$ cat config.mk
export PLATFORM = sky130hd
export DESIGN_NAME = event_uart_reporter
export DESIGN_NICKNAME = d
export VERILOG_FILES = /design/src/rtl/event_uart_reporter.sv
export SDC_FILE = /design/constraint.sdc
export NUM_CORES = 1
export LEC_CHECK = 0
export CORE_ASPECT_RATIO = 2
export CORE_MARGIN = 2
export CORE_UTILIZATION = 55
export DETAILED_ROUTE_END_ITERATION = 12
export GPL_TIMING_DRIVEN = 0
export PLACE_DENSITY_LB_ADDON = 0.2
export SLEW_MARGIN = 20
export SYNTH_ARGS = -nofsm -noshare
export SYNTH_HDL_FRONTEND = slang
export SYNTH_SLANG_ARGS = --single-unit
$ cat constraint.sdc
create_clock -name clk -period 3.3 [get_ports clk]
set_input_delay 0.66 -clock clk [delete_from_list [all_inputs] [get_ports clk]]
set_output_delay 0.66 -clock clk [all_outputs]
set_load 0.02 [all_outputs]
$ cat src/rtl/event_uart_reporter.sv
`default_nettype none
// ============================================================================
//  Module      : event_uart_reporter
//  Description : Timestamps spike/class events, queues them in a record FIFO
//                and ships each record as a 3-byte 8N1 UART frame.
//  Revision    : 1.0 - initial release
// ============================================================================
module event_uart_reporter #(
    parameter int CLKS_PER_BIT = 16,
    parameter int FIFO_DEPTH   = 8
) (
    input  logic       clk,
    input  logic       rst,
    input  logic       spike_in,
    input  logic [1:0] event_in,
    input  logic       report_spikes,
    input  logic       ts_clear,
    output logic       tx,
    output logic       busy,
    output logic       fifo_full,
    output logic [7:0] drop_count
);

    localparam int AW = $clog2(FIFO_DEPTH);
    localparam int CW = $clog2(CLKS_PER_BIT);

    localparam logic [CW-1:0] c_BIT_LAST = CW'(CLKS_PER_BIT - 1);
    localparam logic [AW:0]   c_DEPTH    = (AW + 1)'(FIFO_DEPTH);

    localparam logic [1:0] c_IDLE  = 2'd0;
    localparam logic [1:0] c_START = 2'd1;
    localparam logic [1:0] c_DATA  = 2'd2;
    localparam logic [1:0] c_STOP  = 2'd3;

    logic [15:0]   r_ts;
    logic [17:0]   r_mem [FIFO_DEPTH];
    logic [AW-1:0] r_wr_ptr;
    logic [AW-1:0] r_rd_ptr;
    logic [AW:0]   r_count;
    logic          r_full;
    logic          r_busy;
    logic [7:0]    r_drop;

    logic [1:0]    r_state;
    logic [CW-1:0] r_clk_cnt;
    logic [2:0]    r_bit_idx;
    logic [1:0]    r_byte_idx;
    logic [17:0]   r_frame;
    logic          r_tx;

    logic          w_push;
    logic          w_wr_en;
    logic          w_drop;
    logic          w_empty;
    logic [17:0]   w_rec;
    logic [17:0]   w_head;
    logic [AW:0]   w_count_nxt;
    logic [7:0]    w_cur_byte;
    logic [2:0]    w_bit_inc;
    logic          w_bit_end;

    logic [1:0]    w_state_nxt;
    logic [CW-1:0] w_cnt_nxt;
    logic [2:0]    w_bit_nxt;
    logic [1:0]    w_byte_nxt;
    logic [17:0]   w_frame_nxt;
    logic          w_tx_nxt;
    logic          w_pop;

    // A class code always wins over a coincident spike, so one record per edge.
    assign w_push  = (event_in != 2'b00) | (spike_in & report_spikes);
    assign w_rec   = {event_in, r_ts};
    assign w_wr_en = w_push & ~r_full;
    assign w_drop  = w_push & r_full;
    assign w_empty = (r_count == '0);
    assign w_head  = r_mem[r_rd_ptr];

    assign w_cur_byte = (r_byte_idx == 2'd0) ? {4'hA, 2'b00, r_frame[17:16]} :
                        (r_byte_idx == 2'd1) ? r_frame[15:8] : r_frame[7:0];
    assign w_bit_inc  = r_bit_idx + 3'd1;
    assign w_bit_end  = (r_clk_cnt == c_BIT_LAST);

    always_comb begin
        w_count_nxt = r_count;
        case ({w_wr_en, w_pop})
            2'b10:   w_count_nxt = r_count + (AW + 1)'(1);
            2'b01:   w_count_nxt = r_count - (AW + 1)'(1);
            default: w_count_nxt = r_count;
        endcase
    end

    always_comb begin
        w_state_nxt = r_state;
        w_cnt_nxt   = r_clk_cnt + CW'(1);
        w_bit_nxt   = r_bit_idx;
        w_byte_nxt  = r_byte_idx;
        w_frame_nxt = r_frame;
        w_tx_nxt    = r_tx;
        w_pop       = 1'b0;
        case (r_state)
            c_IDLE: begin
                w_cnt_nxt = '0;
                w_tx_nxt  = 1'b1;
                if (!w_empty) begin
                    w_pop       = 1'b1;
                    w_frame_nxt = w_head;
                    w_byte_nxt  = 2'd0;
                    w_state_nxt = c_START;
                    w_tx_nxt    = 1'b0;
                end
            end
            c_START: begin
                if (w_bit_end) begin
                    w_cnt_nxt   = '0;
                    w_bit_nxt   = 3'd0;
                    w_state_nxt = c_DATA;
                    w_tx_nxt    = w_cur_byte[0];
                end
            end
            c_DATA: begin
                if (w_bit_end) begin
                    w_cnt_nxt = '0;
                    if (r_bit_idx == 3'd7) begin
                        w_state_nxt = c_STOP;
                        w_tx_nxt    = 1'b1;
                    end else begin
                        w_bit_nxt = w_bit_inc;
                        w_tx_nxt  = w_cur_byte[w_bit_inc];
                    end
                end
            end
            c_STOP: begin
                if (w_bit_end) begin
                    w_cnt_nxt = '0;
                    if (r_byte_idx != 2'd2) begin
                        w_byte_nxt  = r_byte_idx + 2'd1;
                        w_state_nxt = c_START;
                        w_tx_nxt    = 1'b0;
                    end else if (!w_empty) begin
                        // Chain straight into the next frame without an idle bit.
                        w_pop       = 1'b1;
                        w_frame_nxt = w_head;
                        w_byte_nxt  = 2'd0;
                        w_state_nxt = c_START;
                        w_tx_nxt    = 1'b0;
                    end else begin
                        w_state_nxt = c_IDLE;
                        w_tx_nxt    = 1'b1;
                    end
                end
            end
            default: begin
                w_state_nxt = c_IDLE;
                w_tx_nxt    = 1'b1;
            end
        endcase
    end

    always_ff @(posedge clk) begin
        if (!rst) begin
            r_state    <= c_IDLE;
            r_clk_cnt  <= '0;
            r_bit_idx  <= 3'd0;
            r_byte_idx <= 2'd0;
            r_frame    <= '0;
            r_tx       <= 1'b1;
        end else begin
            r_state    <= w_state_nxt;
            r_clk_cnt  <= w_cnt_nxt;
            r_bit_idx  <= w_bit_nxt;
            r_byte_idx <= w_byte_nxt;
            r_frame    <= w_frame_nxt;
            r_tx       <= w_tx_nxt;
        end
    end

    // The record captured on a clearing edge still carries the old count.
    always_ff @(posedge clk) begin
        if (!rst || ts_clear) begin
            r_ts <= 16'h0000;
        end else begin
            r_ts <= r_ts + 16'h0001;
        end
    end

    always_ff @(posedge clk) begin
        if (!rst) begin
            r_wr_ptr <= '0;
            r_rd_ptr <= '0;
            r_count  <= '0;
            r_full   <= 1'b0;
            r_busy   <= 1'b0;
            r_drop   <= 8'h00;
        end else begin
            if (w_wr_en) begin
                r_wr_ptr <= r_wr_ptr + AW'(1);
            end
            if (w_pop) begin
                r_rd_ptr <= r_rd_ptr + AW'(1);
            end
            if (w_drop && (r_drop != 8'hFF)) begin
                r_drop <= r_drop + 8'd1;
            end
            r_count <= w_count_nxt;
            r_full  <= (w_count_nxt == c_DEPTH);
            r_busy  <= (w_state_nxt != c_IDLE) | (w_count_nxt != '0);
        end
    end

    always_ff @(posedge clk) begin
        if (rst && w_wr_en) begin
            r_mem[r_wr_ptr] <= w_rec;
        end
    end

    assign tx         = r_tx;
    assign busy       = r_busy;
    assign fifo_full  = r_full;
    assign drop_count = r_drop;

endmodule
`default_nettype wire

Word-level counts from Yosys, hierarchy flattened
Memory sizes are Yosys's and may differ from the RTL's. A register that Yosys moved wholly into a read port is not among the register bits.
Cells that the tools add are included.
{"block": "op_classes", "n_addsub": 9, "n_lt_le_gt_ge": 1, "eq_ne": 16, "mux": 42, "bitwise_logic": 6, "reduce_logical": 17}
{"op": "2-to-1 mux 18 bit", "n": 3}
{"op": "one-hot mux 18 bit (2 select lines)", "n": 1}
{"op": "adder 16 x 1 -> 16 bit, second input constant", "n": 1}
{"op": "2-to-1 mux 2 bit", "n": 8}
{"op": "2-to-1 mux 8 bit", "n": 2}
{"op": "one-hot mux 4 bit (2 select lines)", "n": 2}
{"op": "2-to-1 mux 3 bit", "n": 5}
{"op": "2-to-1 mux 1 bit", "n": 14}
{"op": "inequality test 2 bit, second input constant", "n": 6}
{"op": "adder 3 x 1 -> 3 bit, second input constant", "n": 3}
{"op": "adder 4 x 1 -> 4 bit, second input constant", "n": 2}
{"op": "adder 8 x 1 -> 8 bit, second input constant", "n": 1}
{"op": "equality test 4 bit, second input constant", "n": 2}
{"op": "inequality test 8 bit, second input constant", "n": 1}
{"op": "one-hot mux 2 bit (4 select lines)", "n": 1}
{"op": "nonzero test 2 bit", "n": 4}
{"op": "equality test 2 x 1 -> 1 bit, second input constant", "n": 3}
{"op": "equality test 2 bit, second input constant", "n": 3}
{"op": "one-hot mux 3 bit (2 select lines)", "n": 1}
{"op": "AND reduction 3 bit", "n": 2}
{"op": "zero test 2 bit", "n": 2}
{"op": "zero test 4 bit", "n": 1}
{"op": "< comparator 3 x 4 -> 1 bit, second input constant", "n": 1}
{"op": "2-to-1 mux 4 bit", "n": 1}
{"op": "17 further kinds", "n": 21}
{"block": "word_totals", "regBits": 66, "ramBits": 144, "mem_count": 1}
{"memory": "r_mem", "words": 8, "word_bits": 18, "rd": 1, "rd_ports_with_merged_regs": 1, "write_ports": 1, "line": "36", "source": "logic [17:0] r_mem [FIFO_DEPTH];"}

Depth between registers and ports, before layout
{"block": "logic_depth", "ltp_word": 9, "ltp_mapped": 13, "mapped_depth_nobuf": 12}

Worst setup path after synthesis
OpenSTA, ideal clock, no wires.
{"block": "synth_path", "path_kind": "input -> register", "from": "input spike_in", "to": "memory r_mem[0][0] (enable)", "setup_ps": 439, "arrival_time_ps": 3049, "required_ps": 2861, "path_slack_ps": -189, "cell_stages": 4, "path_buffers": 0, "cell_sequence": "a211o_1 -> nor2b_1 -> inv_1 -> nor4_1"}
{"block": "synth_via", "elab_chain_len": 6}
{"item": "start, declared", "line": "14", "source": "input logic spike_in,"}
{"item": "AND 1 bit", "line": "71", "source": "assign w_push = (event_in != 2'b00) | (spike_in & report_spikes);"}
{"item": "OR 1 bit", "line": "71"}
{"item": "AND 1 bit", "line": "73", "source": "assign w_wr_en = w_push & ~r_full;"}
{"item": "logical AND 1 bit", "line": "211", "source": "if (rst && w_wr_en) begin"}
{"item": "2-to-1 mux 1 bit", "line": "211"}
{"item": "2-to-1 mux 1 bit (implied by the code)", "line": "212", "source": "r_mem[r_wr_ptr] <= w_rec;"}
{"item": "end, declared", "line": "36"}
Every way passes these cells.

Final worst setup path
{"block": "layout_path", "from": "input event_in[1]", "to": "register r_full, in the netlist fifo_full"}
{"block": "layout_via", "elab_chain_len": 6}
{"item": "start, declared", "line": "15", "source": "input logic [1:0] event_in,"}
{"item": "nonzero test 2 bit (*)", "line": "71"}
{"item": "OR 1 bit (*)", "line": "71"}
{"item": "AND 1 bit (*)", "line": "73"}
{"item": "equality test 2 x 1 -> 1 bit or equality test 2 bit (tied branches)", "line": "85", "source": "case ({w_wr_en, w_pop})"}
{"item": "one-hot mux 4 bit (2 select lines) (*)", "line": "85"}
{"item": "equality test 4 bit (*)", "line": "205", "source": "r_full <= (w_count_nxt == c_DEPTH);"}
{"item": "end signal, assigned", "line": "205"}
{"item": "end, declared", "line": "40", "source": "logic r_full;"}
Mark *: on every way between the ends. The rest lies on a longest branch, timed or not.
A chain may end at the register's enable or synchronous reset.

==> flow_metrics.tcl <==
set metrics [dict create \
    ir_drop_uv 481 \
    grt_antenna_before_repair 0 \
    slowest_stage "clkdlybuf4s50_1" \
    skew_ns 0.0118 \
    stdcell_count 848 \
    synthDistinctLibCells 59 \
    postPlaceCellArea_mm2 0.00935 \
    syn-instance-count 578 \
    combPwrFrac_pct 26.0 \
    via_per_inst 5.93 \
    rr_worst_depth 11 \
    yosysSeqAreaShare_pct 65.3 \
    hold_viol 0 \
    diodes 0 \
    startpoint "event_in[1]" \
    holdBufCountCts 0 \
    synth_fp_nets 600 \
    worstHoldStart "r_clk_cnt[0]$_SDFF_PP0_" \
    drt-total-wl_um 18300 \
    crit_chain "clkdlybuf4s50_1 -> a211o_1 -> nor2b_2 -> inv_1 -> ha_1 -> xor2_1 -> ha_1 -> a21oi_1 -> xor2_1 -> nor2_1 -> xnor2_2 -> and4b_1" \
    worstPathRequired_ns 3.68 \
    hp-class "reg2reg" \
    timing.rr.start "r_state[0]$_SDFF_PN0_" \
    arrival_ns 3.46 \
    p_leak_nw 3.31 \
    gp_congestion 0.843 \
    p_sw_share_pct 29.5 \
    grt_pass1_wl_um 28700 \
    period_share_pct 93.6 \
    wl_per_cell_um 21.6 \
    vias 5029 \
    met1_usage_pct 24.9 \
    clkLatencyLatePin_ns 0.49 \
    slew_headroom_pct 40.9 \
    p_int_mw 5.17 \
    dp.cells 816 \
    fmax_mhz 324 \
    final_cell_mix "edfxtp_1 (144), dfxtp_1 (69), nor2_1 (60)" \
    critPathLaunchType "primary input" \
    yosys_most_used_dff "edfxtp_1" \
    synthArstFlopShare_pct 0 \
    worst-path-buf-inv 2 \
    seqPwrFrac_pct 44.6 \
    synth_edf_count 144 \
    drc 0 \
    status "complete, no violations" \
    overflow 0 \
    clockRootBuffer "clkbuf_16" \
    cts_tree "yes" \
    drt_iter0_drc 379 \
    layout_commonest_cell "edfxtp_1" \
    report.final.slew_viol_count 0 \
    p_sw_mw 2.16 \
    syn_area_per_cell_um2 15.1 \
    grt_use_met2_pct 43.1 \
    first_global_vias 5267 \
    io_pins 18 \
    drt_pass1_iterations 5 \
    setup_viol 0 \
    ys_seq_elements 213 \
    critPathKind "in2reg" \
    syn-cell-area_mm2 0.00874 \
    end_kind "flip-flop" \
    drive_above_1_share_pct 20.9 \
    core_area_mm2 0.0157 \
    hold_path_depth 1 \
    detail-route-antenna-nets 0 \
    cts_max_path_buffers 3 \
    clockPowerShare_pct 29.4 \
    cp_top_family "buffers and inverters" \
    cp_slowest_stage_delay_ns 0.62 \
    cap_violations 0 \
    fillers 1119 \
    dp_hpwl_um 13000 \
    grt_max_degree 18 \
    grt_util_met3_pct 2.27 \
    cts_max_level 1 \
    nets 657 \
    rsz0062_at_grt "no" \
    numPortBuffers 16 \
    num_rows 65 \
    crit_cells 12 \
    area_growth_pct 14.1 \
    initial_core_util_pct 55.7 \
    power_density_mw_per_mm2 735 \
    die_w_um 93.1 \
    cts_made_buffers 19 \
    final.min_clock_period_ns 3.09 \
    cts.sinks 213 \
    die_h_um 182 \
    grt.total_usage_pct 22.3 \
    critPathMaxFanout 9 \
    finalInstanceArea_mm2 0.00997 \
    clk_pin_slew_ns 0.07 \
    yosys_warnings 0 \
    busiest_layer "met2" \
    fp.dieArea_mm2 0.0170 \
    fin_hold_ws_ns 0.461 \
    worstMarginPinSlew_ns 0.886 \
]
[metal layers]
metal,vias to the layer above,wire [µm]
met5,-,0
met2,119,10500
li1,2313,-
met3,35,609
met1,2562,6680
met4,0,501
[power by group through the flow]
stage / registers [mW] / logic [mW] / clock network [mW]
2_1_floorplan: 3.28 / 1.40 / 0
3_3_place_gp: 3.31 / 1.78 / 0
3_5_place_dp: 3.32 / 1.87 / 0
4_1_cts: 3.26 / 1.91 / 2.18
5_1_grt: 3.29 / 2.06 / 2.28
6_report: 3.27 / 1.91 / 2.15
[repair_timing]
action                     4_1_cts  5_1_grt
setup endpoints to repair        2        3
setup buffers                    0        0
hold endpoints to repair         0        0
pin swaps                        0        0
resized for setup                2        3
[Yosys cell counts, types with 4 or more instances]
cell      count  area share (%)
and4_1        4            0.40
o21ai_0      11            0.63
inv_1         7            0.30
buf_4         6            0.52
edfxtp_1    144              49
nand3_1      11            0.63
nand2_1      24             1.0
nand4_1       6            0.43
or3_1         5            0.36
dfxtp_1      69              16
ha_1         15             2.1
xnor2_1      11             1.1
xor2_1       17             1.7
a21oi_1      15            0.86
nor3_1        7            0.40
mux2i_1      22             2.5
mux4_2       37             9.5
nor2_1       61             2.6
buf_2         5            0.29
clkbuf_1     14            0.60
a211oi_2     12             1.7
a211oi_1      7            0.60
and3_1        4            0.29
nor2b_1       5            0.36
nand2b_1      8            0.57
[logic make-up (layout without fill, tap and decap cells)]
group | after synthesis | count (layout) | share of synthesized area, %
adders and majority gates | 15 | 15 | 2.15
and+or+nand+nor | 153 | 153 | 8.76
AOI/OAI and AO/OA | 68 | 68 | 6.23
DFF | 213 | 213 | 65.3
xor gates and xnor gates | 28 | 28 | 2.81
buffers and inverters | 39 | 108 | 2.26
muxes | 62 | 62 | 12.5
[sequential cells by signal (all words and copies together) (netlist names), named ones only]
name and cells:
r_mem 144, drop_count 8, r_byte_idx 2, r_rd_ptr 3, busy 1, r_clk_cnt 4, fifo_full 1, r_frame 18
r_state 2, tx 1, r_wr_ptr 3, r_count 4, r_bit_idx 3, r_ts 16
[through the flow]
step | util [%] | setup slack (ns) | total power, mW | TNS (ns)
after floorplan | - | -0.189 | 4.68 | -10.18
after CTS | 63.5 | 0.0790 | 7.35 | 0
after global placement | 58.3 | -2.86 | 5.08 | -288.28
after global routing | 63.5 | 0.0350 | 7.63 | 0
final | 63.5 | 0.210 | 7.33 | 0
after detailed placement | 59.6 | -0.474 | 5.19 | -12.22
[area by class of cell]
cell class | count | area (µm²) | share of cell area [%]
plain buffers | 30 | 164 | 1.64
clock buffers | 25 | 528 | 5.29
clock inverters | 8 | 76.3 | 0.765
inverters | 8 | 30.0 | 0.301
multi-input cells | 326 | 2890 | 29.0
flip-flops and latches | 213 | 5710 | 57.2
well taps | 201 | 251 | 2.52
repair buffers | 37 | 324 | 3.25
[worst paths after layout]
| check | to | slack (ns) |
|---|---|---|
| worst max-delay path | fifo_full$_SDFF_PN0_ | 0.21 |
| worst min-delay path | r_clk_cnt[0]$_SDFF_PP0_ | 0.46 |
| worst max register to register | fifo_full$_SDFF_PN0_ | 0.30 |
| worst min register to register | r_clk_cnt[0]$_SDFF_PP0_ | 0.46 |
Power figures use the tool's default switching activity.
